[src/rtl/mix_pkg.sv]
// Shared definitions for the voice mixing scheduler: sample width, the
// silence code used when no voice contributes, and the scheduler states.
package mix_pkg;

   localparam int          SAMPLE_W = 18;
   localparam logic [17:0] SILENCE  = 18'h20000;

   typedef enum logic [1:0] {
      ST_IDLE = 2'd0,
      ST_SCAN = 2'd1,
      ST_WAIT = 2'd2,
      ST_DONE = 2'd3
   } sched_state_e;

endpackage

[src/rtl/voice_mix_sched.sv]
// voice_mix_sched: scans NUM_VOICES voices once per frame and folds every
// enabled voice into a single sample through one shared, externally
// instantiated mixer. The first enabled voice seeds the accumulator directly.
// Each further enabled voice is issued to the mixer, and the scheduler waits
// MIX_LATENCY+1 cycles before taking the result back.
// Optional build macro VOICE_MIX_SCHED_OVERRUN_CNT_EN adds a saturating
// 16-bit overrun counter output (overrun_cnt).
module voice_mix_sched
   import mix_pkg::*;
#(
   parameter int NUM_VOICES  = 8,
   parameter int MIX_LATENCY = 3,
   localparam int IDX_W      = (NUM_VOICES > 1) ? $clog2(NUM_VOICES) : 1,
   localparam int WCNT_W     = (MIX_LATENCY > 0) ? $clog2(MIX_LATENCY + 1) : 1
) (
   input  logic                  clk,
   input  logic                  rst,
   input  logic                  sample_tick,
   input  logic [NUM_VOICES-1:0] voice_en,
   output logic [IDX_W-1:0]      voice_sel,
   input  logic [SAMPLE_W-1:0]   voice_sample,
   output logic [SAMPLE_W-1:0]   mix_a,
   output logic [SAMPLE_W-1:0]   mix_b,
   input  logic [SAMPLE_W-1:0]   mix_z,
   output logic [SAMPLE_W-1:0]   out_sample,
   output logic                  out_valid,
   output logic                  busy,
`ifdef VOICE_MIX_SCHED_OVERRUN_CNT_EN
   output logic [15:0]           overrun_cnt,
`endif
   output logic                  overrun
);

   localparam logic [IDX_W-1:0]  LAST_IDX = IDX_W'(NUM_VOICES - 1);
   localparam logic [WCNT_W-1:0] WCNT_INI = WCNT_W'(MIX_LATENCY);

   sched_state_e              state_q, state_d;
   logic [NUM_VOICES-1:0]     en_q, en_d;
   logic [IDX_W-1:0]          idx_q, idx_d;
   logic                      have_acc_q, have_acc_d;
   logic [SAMPLE_W-1:0]       acc_q, acc_d;
   logic [WCNT_W-1:0]         wcnt_q, wcnt_d;
   logic [SAMPLE_W-1:0]       mix_a_q, mix_a_d;
   logic [SAMPLE_W-1:0]       mix_b_q, mix_b_d;
   logic [SAMPLE_W-1:0]       out_sample_q, out_sample_d;
   logic                      out_valid_q, out_valid_d;
   logic                      overrun_q, overrun_d;
   logic                      last_voice;

   assign last_voice = (idx_q == LAST_IDX);

   // State and datapath registers; reset aborts any frame in flight.
   always_ff @(posedge clk) begin
      if (rst) begin
         state_q      <= ST_IDLE;
         en_q         <= '0;
         idx_q        <= '0;
         have_acc_q   <= 1'b0;
         acc_q        <= '0;
         wcnt_q       <= '0;
         mix_a_q      <= SILENCE;
         mix_b_q      <= SILENCE;
         out_sample_q <= SILENCE;
         out_valid_q  <= 1'b0;
         overrun_q    <= 1'b0;
      end else begin
         state_q      <= state_d;
         en_q         <= en_d;
         idx_q        <= idx_d;
         have_acc_q   <= have_acc_d;
         acc_q        <= acc_d;
         wcnt_q       <= wcnt_d;
         mix_a_q      <= mix_a_d;
         mix_b_q      <= mix_b_d;
         out_sample_q <= out_sample_d;
         out_valid_q  <= out_valid_d;
         overrun_q    <= overrun_d;
      end
   end

   // Next-state logic: scan voices, issue mixer passes, wait, publish.
   always_comb begin
      state_d      = state_q;
      en_d         = en_q;
      idx_d        = idx_q;
      have_acc_d   = have_acc_q;
      acc_d        = acc_q;
      wcnt_d       = wcnt_q;
      mix_a_d      = mix_a_q;
      mix_b_d      = mix_b_q;
      out_sample_d = out_sample_q;
      out_valid_d  = 1'b0;
      // A tick outside IDLE (DONE included) is dropped but flagged.
      overrun_d    = sample_tick && (state_q != ST_IDLE);

      case (state_q)
         ST_IDLE: begin
            if (sample_tick) begin
               en_d       = voice_en;
               idx_d      = '0;
               have_acc_d = 1'b0;
               state_d    = ST_SCAN;
            end
         end

         ST_SCAN: begin
            if (en_q[idx_q] && have_acc_q) begin
               // Operands stay frozen until the result is captured.
               mix_a_d = acc_q;
               mix_b_d = voice_sample;
               wcnt_d  = WCNT_INI;
               state_d = ST_WAIT;
            end else begin
               if (en_q[idx_q]) begin
                  acc_d      = voice_sample;
                  have_acc_d = 1'b1;
               end
               if (last_voice) begin
                  state_d = ST_DONE;
               end else begin
                  idx_d = idx_q + 1'b1;
               end
            end
         end

         ST_WAIT: begin
            if (wcnt_q == '0) begin
               acc_d = mix_z;
               if (last_voice) begin
                  state_d = ST_DONE;
               end else begin
                  idx_d   = idx_q + 1'b1;
                  state_d = ST_SCAN;
               end
            end else begin
               wcnt_d = wcnt_q - 1'b1;
            end
         end

         ST_DONE: begin
            out_sample_d = have_acc_q ? acc_q : SILENCE;
            out_valid_d  = 1'b1;
            state_d      = ST_IDLE;
         end

         default: state_d = ST_IDLE;
      endcase
   end

`ifdef VOICE_MIX_SCHED_OVERRUN_CNT_EN
   logic [15:0] ovr_cnt_q, ovr_cnt_d;

   // Saturating count of overrun pulses; cleared only by reset.
   always_comb begin
      ovr_cnt_d = ovr_cnt_q;
      if (overrun_q && (ovr_cnt_q != 16'hFFFF)) begin
         ovr_cnt_d = ovr_cnt_q + 16'd1;
      end
   end

   // Overrun counter register.
   always_ff @(posedge clk) begin
      if (rst) begin
         ovr_cnt_q <= '0;
      end else begin
         ovr_cnt_q <= ovr_cnt_d;
      end
   end

   assign overrun_cnt = ovr_cnt_q;
`endif

   assign voice_sel  = idx_q;
   assign mix_a      = mix_a_q;
   assign mix_b      = mix_b_q;
   assign out_sample = out_sample_q;
   assign out_valid  = out_valid_q;
   assign overrun    = overrun_q;
   assign busy       = (state_q != ST_IDLE);

endmodule
[config.mk]
export PLATFORM = sky130hd
export DESIGN_NAME = voice_mix_sched
export DESIGN_NICKNAME = d
export VERILOG_FILES = /design/src/rtl/mix_pkg.sv /design/src/rtl/voice_mix_sched.sv
export SDC_FILE = /design/constraint.sdc
export NUM_CORES = 1
export LEC_CHECK = 0
export BUFFER_PORTS_ARGS = -buffer_cell sky130_fd_sc_hd__buf_2
export CORE_MARGIN = 3
export CORE_UTILIZATION = 49
export CTS_CLUSTER_SIZE = 25
export DETAILED_ROUTE_END_ITERATION = 10
export PLACE_DENSITY = 0.87
export SLEW_MARGIN = 20
export SYNTH_ARGS = -nofsm -noshare
export SYNTH_HDL_FRONTEND = slang
export SYNTH_SLANG_ARGS = --single-unit
[constraint.sdc]
create_clock -name clk -period 3.7 [get_ports clk]
set_input_delay 0.555 -clock clk [delete_from_list [all_inputs] [get_ports clk]]
set_output_delay 0.555 -clock clk [all_outputs]
set_load 0.005 [all_outputs]
Word level (Yosys, flattened, before mapping)
Cells that the tools add are included.
{"block": "totals", "word_cells": 66, "regBits": 90, "inputBits": 47, "out_inout_bits": 60}
{"block": "classes", "n_reduce_logical": 15, "n_lt_le_gt_ge": 1, "mux": 26, "n_eq_ne": 11, "n_addsub": 2}
{"op": "2-to-1 mux 18 bit", "n": 4}
{"op": "one-hot mux 18 bit (2 select lines)", "n": 1}
{"op": "2-to-1 mux 2 bit", "n": 7}
{"op": "2-to-1 mux 3 bit", "n": 4}
{"op": "inequality test 2 bit (second input constant)", "n": 6}
{"op": "AND reduction 4 bit", "n": 3}
{"op": "one-hot mux 3 bit (3 select lines)", "n": 1}
{"op": "one-hot mux 2 bit (4 select lines)", "n": 1}
{"op": "AND reduction 3 bit", "n": 2}
{"op": "nonzero test 2 bit", "n": 3}
{"op": "2-to-1 mux 1 bit", "n": 5}
{"op": "equality test 2 bit (second input constant)", "n": 2}
{"op": "logical NOT 2 bit", "n": 2}
{"op": "< comparator 3 x 4 -> 1 bit (second input constant)", "n": 1}
{"op": "one-hot mux 2 bit (2 select lines)", "n": 1}
{"op": "AND reduction 2 bit", "n": 2}
{"op": "adder 3 x 1 -> 3 bit (second input constant)", "n": 1}
{"op": "binary-select mux 1 bit (select 3 bit)", "n": 1}
{"op": "equality test 3 bit (second input constant)", "n": 1}
{"op": "inequality test 3 bit (second input constant)", "n": 1}
{"op": "nonzero test 3 bit", "n": 1}
{"op": "equality test 2 x 1 -> 1 bit (second input constant)", "n": 1}
{"op": "logical AND 1 bit", "n": 2}
{"op": "one-hot mux 1 bit (2 select lines)", "n": 1}
{"op": "subtractor 2 x 1 -> 2 bit (second input constant)", "n": 1}

Logic depth before layout (Yosys ltp)
{"block": "logic_depth", "ltp_word": 5, "depth_mapped": 9, "ltp_nobuf": 7}

Worst setup path after synthesis
Ideal clock, no wire load.
{"block": "synth_path", "kind": "flip-flop to flip-flop", "from": "register state_q[0]", "to": "register acc_q[10]", "required_time_ns": 3.554, "t_arrival_ns": 1.927, "path_stages_with_launch": 8, "slack_ns": 1.627, "path_buffers": 1, "setup_ns": 0.146, "period_less_slack_ns": 2.073, "path_cell_list": "dfxtp_1 inv_1 ha_1 nor2b_1 a2111o_1 o32ai_4 buf_4 a211oi_2"}
{"block": "synth_between", "elab_chain_cells": 3, "word_cells_on_any_way": 8, "cone_classes": "eq/ne (5); mux (1); reduce/logical (2)"}
{"element": "start: declaration", "line": "voice_mix_sched.sv:37", "rtl": "sched_state_e state_q, state_d;"}
{"element": "start signal: assignment", "line": "voice_mix_sched.sv:67", "rtl": "state_q <= state_d;"}
{"element": "equality test 2 x 1 -> 1 bit or equality test 2 bit (tied branches)", "line": "voice_mix_sched.sv:96", "rtl": "case (state_q)"}
{"element": "inequality test 2 bit (no line) or nonzero test 2 bit (tied branches)"}
{"element": "AND reduction 4 bit (no line)"}
{"element": "end signal: assignment", "line": "voice_mix_sched.sv:59", "rtl": "acc_q <= '0;"}
{"element": "end signal: assignment", "line": "voice_mix_sched.sv:71", "rtl": "acc_q <= acc_d;"}
{"element": "end: declaration", "line": "voice_mix_sched.sv:41", "rtl": "logic [SAMPLE_W-1:0] acc_q, acc_d;"}
Parallel ways exist; a longest one is shown, timed or not.
A chain may end at the register's enable or synchronous reset.

Worst setup path in the final report
{"block": "layout_path", "from": "register have_acc_q", "to": "register idx_q[1], in the netlist voice_sel[1]"}
{"block": "layout_between", "elab_chain_cells": 3}
{"element": "start: declaration", "line": "voice_mix_sched.sv:40", "rtl": "logic have_acc_q, have_acc_d;"}
{"element": "start signal: assignment", "line": "voice_mix_sched.sv:70", "rtl": "have_acc_q <= have_acc_d;"}
{"element": "logical AND 1 bit", "line": "voice_mix_sched.sv:107", "rtl": "if (en_q[idx_q] && have_acc_q) begin"}
{"element": "inequality test 2 bit (no line)"}
{"element": "AND reduction 4 bit (no line)"}
{"element": "end signal: assignment", "line": "voice_mix_sched.sv:69", "rtl": "idx_q <= idx_d;"}
{"element": "end: declaration", "line": "voice_mix_sched.sv:39", "rtl": "logic [IDX_W-1:0] idx_q, idx_d;"}
No other way between the ends.

==> impl_metrics.yaml <==
die:
  core_area_sq_um: 7450
  start_util_pct: 51.8
  die_area_sq_um: 8980
  io_pins: 107
  dieHeight_um: 94.8
  rows: 31
  die_x_um: 94.8
setup_path:
  slowest_stage: "or4_2"
  crit_path_start_kind: "register"
  required_ns: 3.97
  r2r-end: "voice_sel[1]"
  path_cells: "a21bo_2 -> or4_2 -> a211o_1 -> o31ai_1"
  path_class: "reg -> reg"
  slowest_delay_ns: 1.09
  end_kind: "register"
  critPathArrivalTime_ns: 3.07
  reg2regPathDepth: 4
  worstReg2RegStart: "have_acc_q"
  r2r_slack_ns: 0.90
  path_max_fanout: 39
power_and_ir_drop:
  vdd_drop_max_mv: 0.292
  powerDensity_nw_per_um2: 539
  p_leak_uw: 0.00214
  power_uw: 2480
route:
  drtAntennaViolNets: 0
  wl_per_cell_um: 15.6
  dr.pass1.iters: 4
  routed_wirelength_um: 9250
  vias: 3135
  viasPerCell: 5.30
  drt-initial-drc-count: 223
  drcViolationCount: 0
logic_synthesis:
  synth_edf_count: 0
  ys_types: 38
  synthArstFlopShare_pct: 0
  syn_nets: 451
  ys_seq_elements: 90
  yosysSeqAreaShare_pct: 46.7
  syn-cell-area_sq_um: 3860
  synth-main-ff-cell: "dfxtp_1"
  synth_area_leaders: "dfxtp_1 (47%), mux2i_1 (15%), nor2_1 (5.3%)"
  synthCells: 397
  synth.top_cell.area_share_pct: 46.7
  yosysMostFrequentCell: "dfxtp_1"
  avgSynthCellArea_sq_um: 9.72
  synth_common_cells: "dfxtp_1 (90), mux2i_1 (56), nor2_1 (54)"
  synth.largest_area_cell: "dfxtp_1"
  yosysWarnings: 0
global_routing:
  grt_pass1_vias: 3032
  met1_usage_pct: 26.2
  grt_max_degree: 66
  busiest_layer: "met2"
  antenna_found_initial: 0
  grt_pass1_wl_um: 14300
  overflow: 0
  grt_usage_pct: 20.5
  use_met3_pct: 4.22
  met2_usage_pct: 33.6
clock_tree:
  cts_buffer_depth: 2
  cts_buffers: 9
  clock-sinks: 90
  insertion_delay_ns: 0.36
  ctsHoldBuffers: 0
  cts_tree: "built"
  clkTransAtPathRegs_ns: 0.09
  htree_levels: 3
  cts-root-buf: "clkbuf_8"
  postCtsResizedCells: 0
  postCtsSetupBuffers: 0
flow_run:
  cap_violations: 0
run_status:
  status: "finished clean"
placement:
  pre_cts_ws_ns: 0.928
  port_buffers: 106
  placed_area_sq_um: 4390
  post-dp-hpwl_um: 6470
  gp_congestion: 0.801
sta:
  tightest_slew_ns: 1.13
  period_share_pct: 75.7
  tns_ns: 0
  final_hold_viol_count: 0
  finalMaxSlewViolations: 0
  clock_skew_ns: 0.0120
  fmax_mhz: 357
  slew-limit-headroom_pct: 24.9
  setup_ws_ns: 0.898
  rsz0062_at_grt: "false"
  finalSetupViolCount: 0
  fin_crit_ns: 2.80
cells_and_area:
  syn_to_final_growth_pct: 19.4
  antenna_cells: 0
  final_core_util_pct: 61.9
  nets: 543
  fillers: 606
  fin_area_sq_um: 4610
  drive_gt1_share_pct: 29.4
min_path:
  min-delay-start: "voice_sample[8]"
  hp-class: "in -> reg"
  min_delay_worst_endpoint: "mix_b[8]"
  min_path_cells: 3
==> worst max-delay path by stage <==
| stage | from | endpoint | slack, ns | cells past startpoint |
|---|---|---|---|---|
| finish | have_acc_q | voice_sel[1] | 0.90 | 4 |
| global placement | have_acc_q | voice_sel[1] | 0.98 | 4 |
| floorplan | state_q[0] | acc_q[10] | 1.63 | 7 |
| CTS | have_acc_q | voice_sel[0] | 0.92 | 4 |
| global route | have_acc_q | voice_sel[0] | 0.77 | 4 |
| detailed placement | have_acc_q | voice_sel[0] | 0.93 | 4 |
==> layout by cell type, fill, tap and decap left out, types with 2 or more instances in the layout <==
cell type    n
a41o_1       2
mux2i_1     56
clkbuf_8     9
nor3_1       4
and3_1       2
a211oi_2    12
bufinv_16    2
clkinv_2     2
nand3_1     26
inv_1        8
buf_4        5
a211o_1      4
nand2b_1    23
dfxtp_1     90
or3_1        2
buf_2      105
nor2b_1      3
a21oi_1     30
mux2_4       2
nand2_1     17
a211oi_1     8
nor2_1      54
o21ai_0      2
o31ai_1      3
ha_1         7
==> kinds of logic (layout without fill, tap and decap cells) <==
group	Yosys count	after routing	synth area share [%]
simple gates	136	136	16.7
flops	90	90	46.7
compound gates	69	69	14.3
buf+inv	37	133	4.76
fa+ha+maj	7	7	2.27
mux	58	58	15.3
==> final cells by class <==
type	instances	area [sq um]	area share, %
Clock buffer	9	124	2.69
Inverter	8	30.0	0.652
Multi-Input combinational cell	270	1880	40.7
Sequential cell	90	1800	39.1
Timing Repair Buffer	110	563	12.2
Tap cell	99	124	2.69
Clock inverter	6	90.1	1.95
==> critical path: cells and delay by family, from the launching register on <==
family / cells / cell delay (ns)
AOI/OAI and AO/OA: 3 / 0.80
DFF: 1 / 0.82
and+or+nand+nor: 1 / 1.09
==> state kept, by name, indices dropped and copies added (netlist names) <==
signal      flops
acc_q          18
mix_b          18
overrun         1
en_q            8
wcnt_q          2
out_sample     18
out_valid       1
state_q         2
mix_a          18
voice_sel       3
have_acc_q      1
==> layer usage <==
layer  vias to the layer above  share of wire (%)
li1                       1571                  -
met1                      1440                 42
met2                       105                 49
met3                        19                6.5
met4                         0                2.1
met5                         -                  0
==> report_power, final <==
| group | internal, uW | switching (uW) | leakage (uW) |
|---|---|---|---|
| Combinational | 248 | 354 | 0.00130 |
| Sequential | 1060 | 90.8 | 0.000728 |
| Clock | 381 | 345 | 0.000111 |
==> through the flow <==
step           hold slack (ns)  instances
2_1_floorplan            0.431        397
3_3_place_gp             0.440        577
3_5_place_dp             0.450        577
4_1_cts                  0.431        592
5_1_grt                  0.434        592
6_report                 0.440        592
Power figures use the tool's default switching activity.
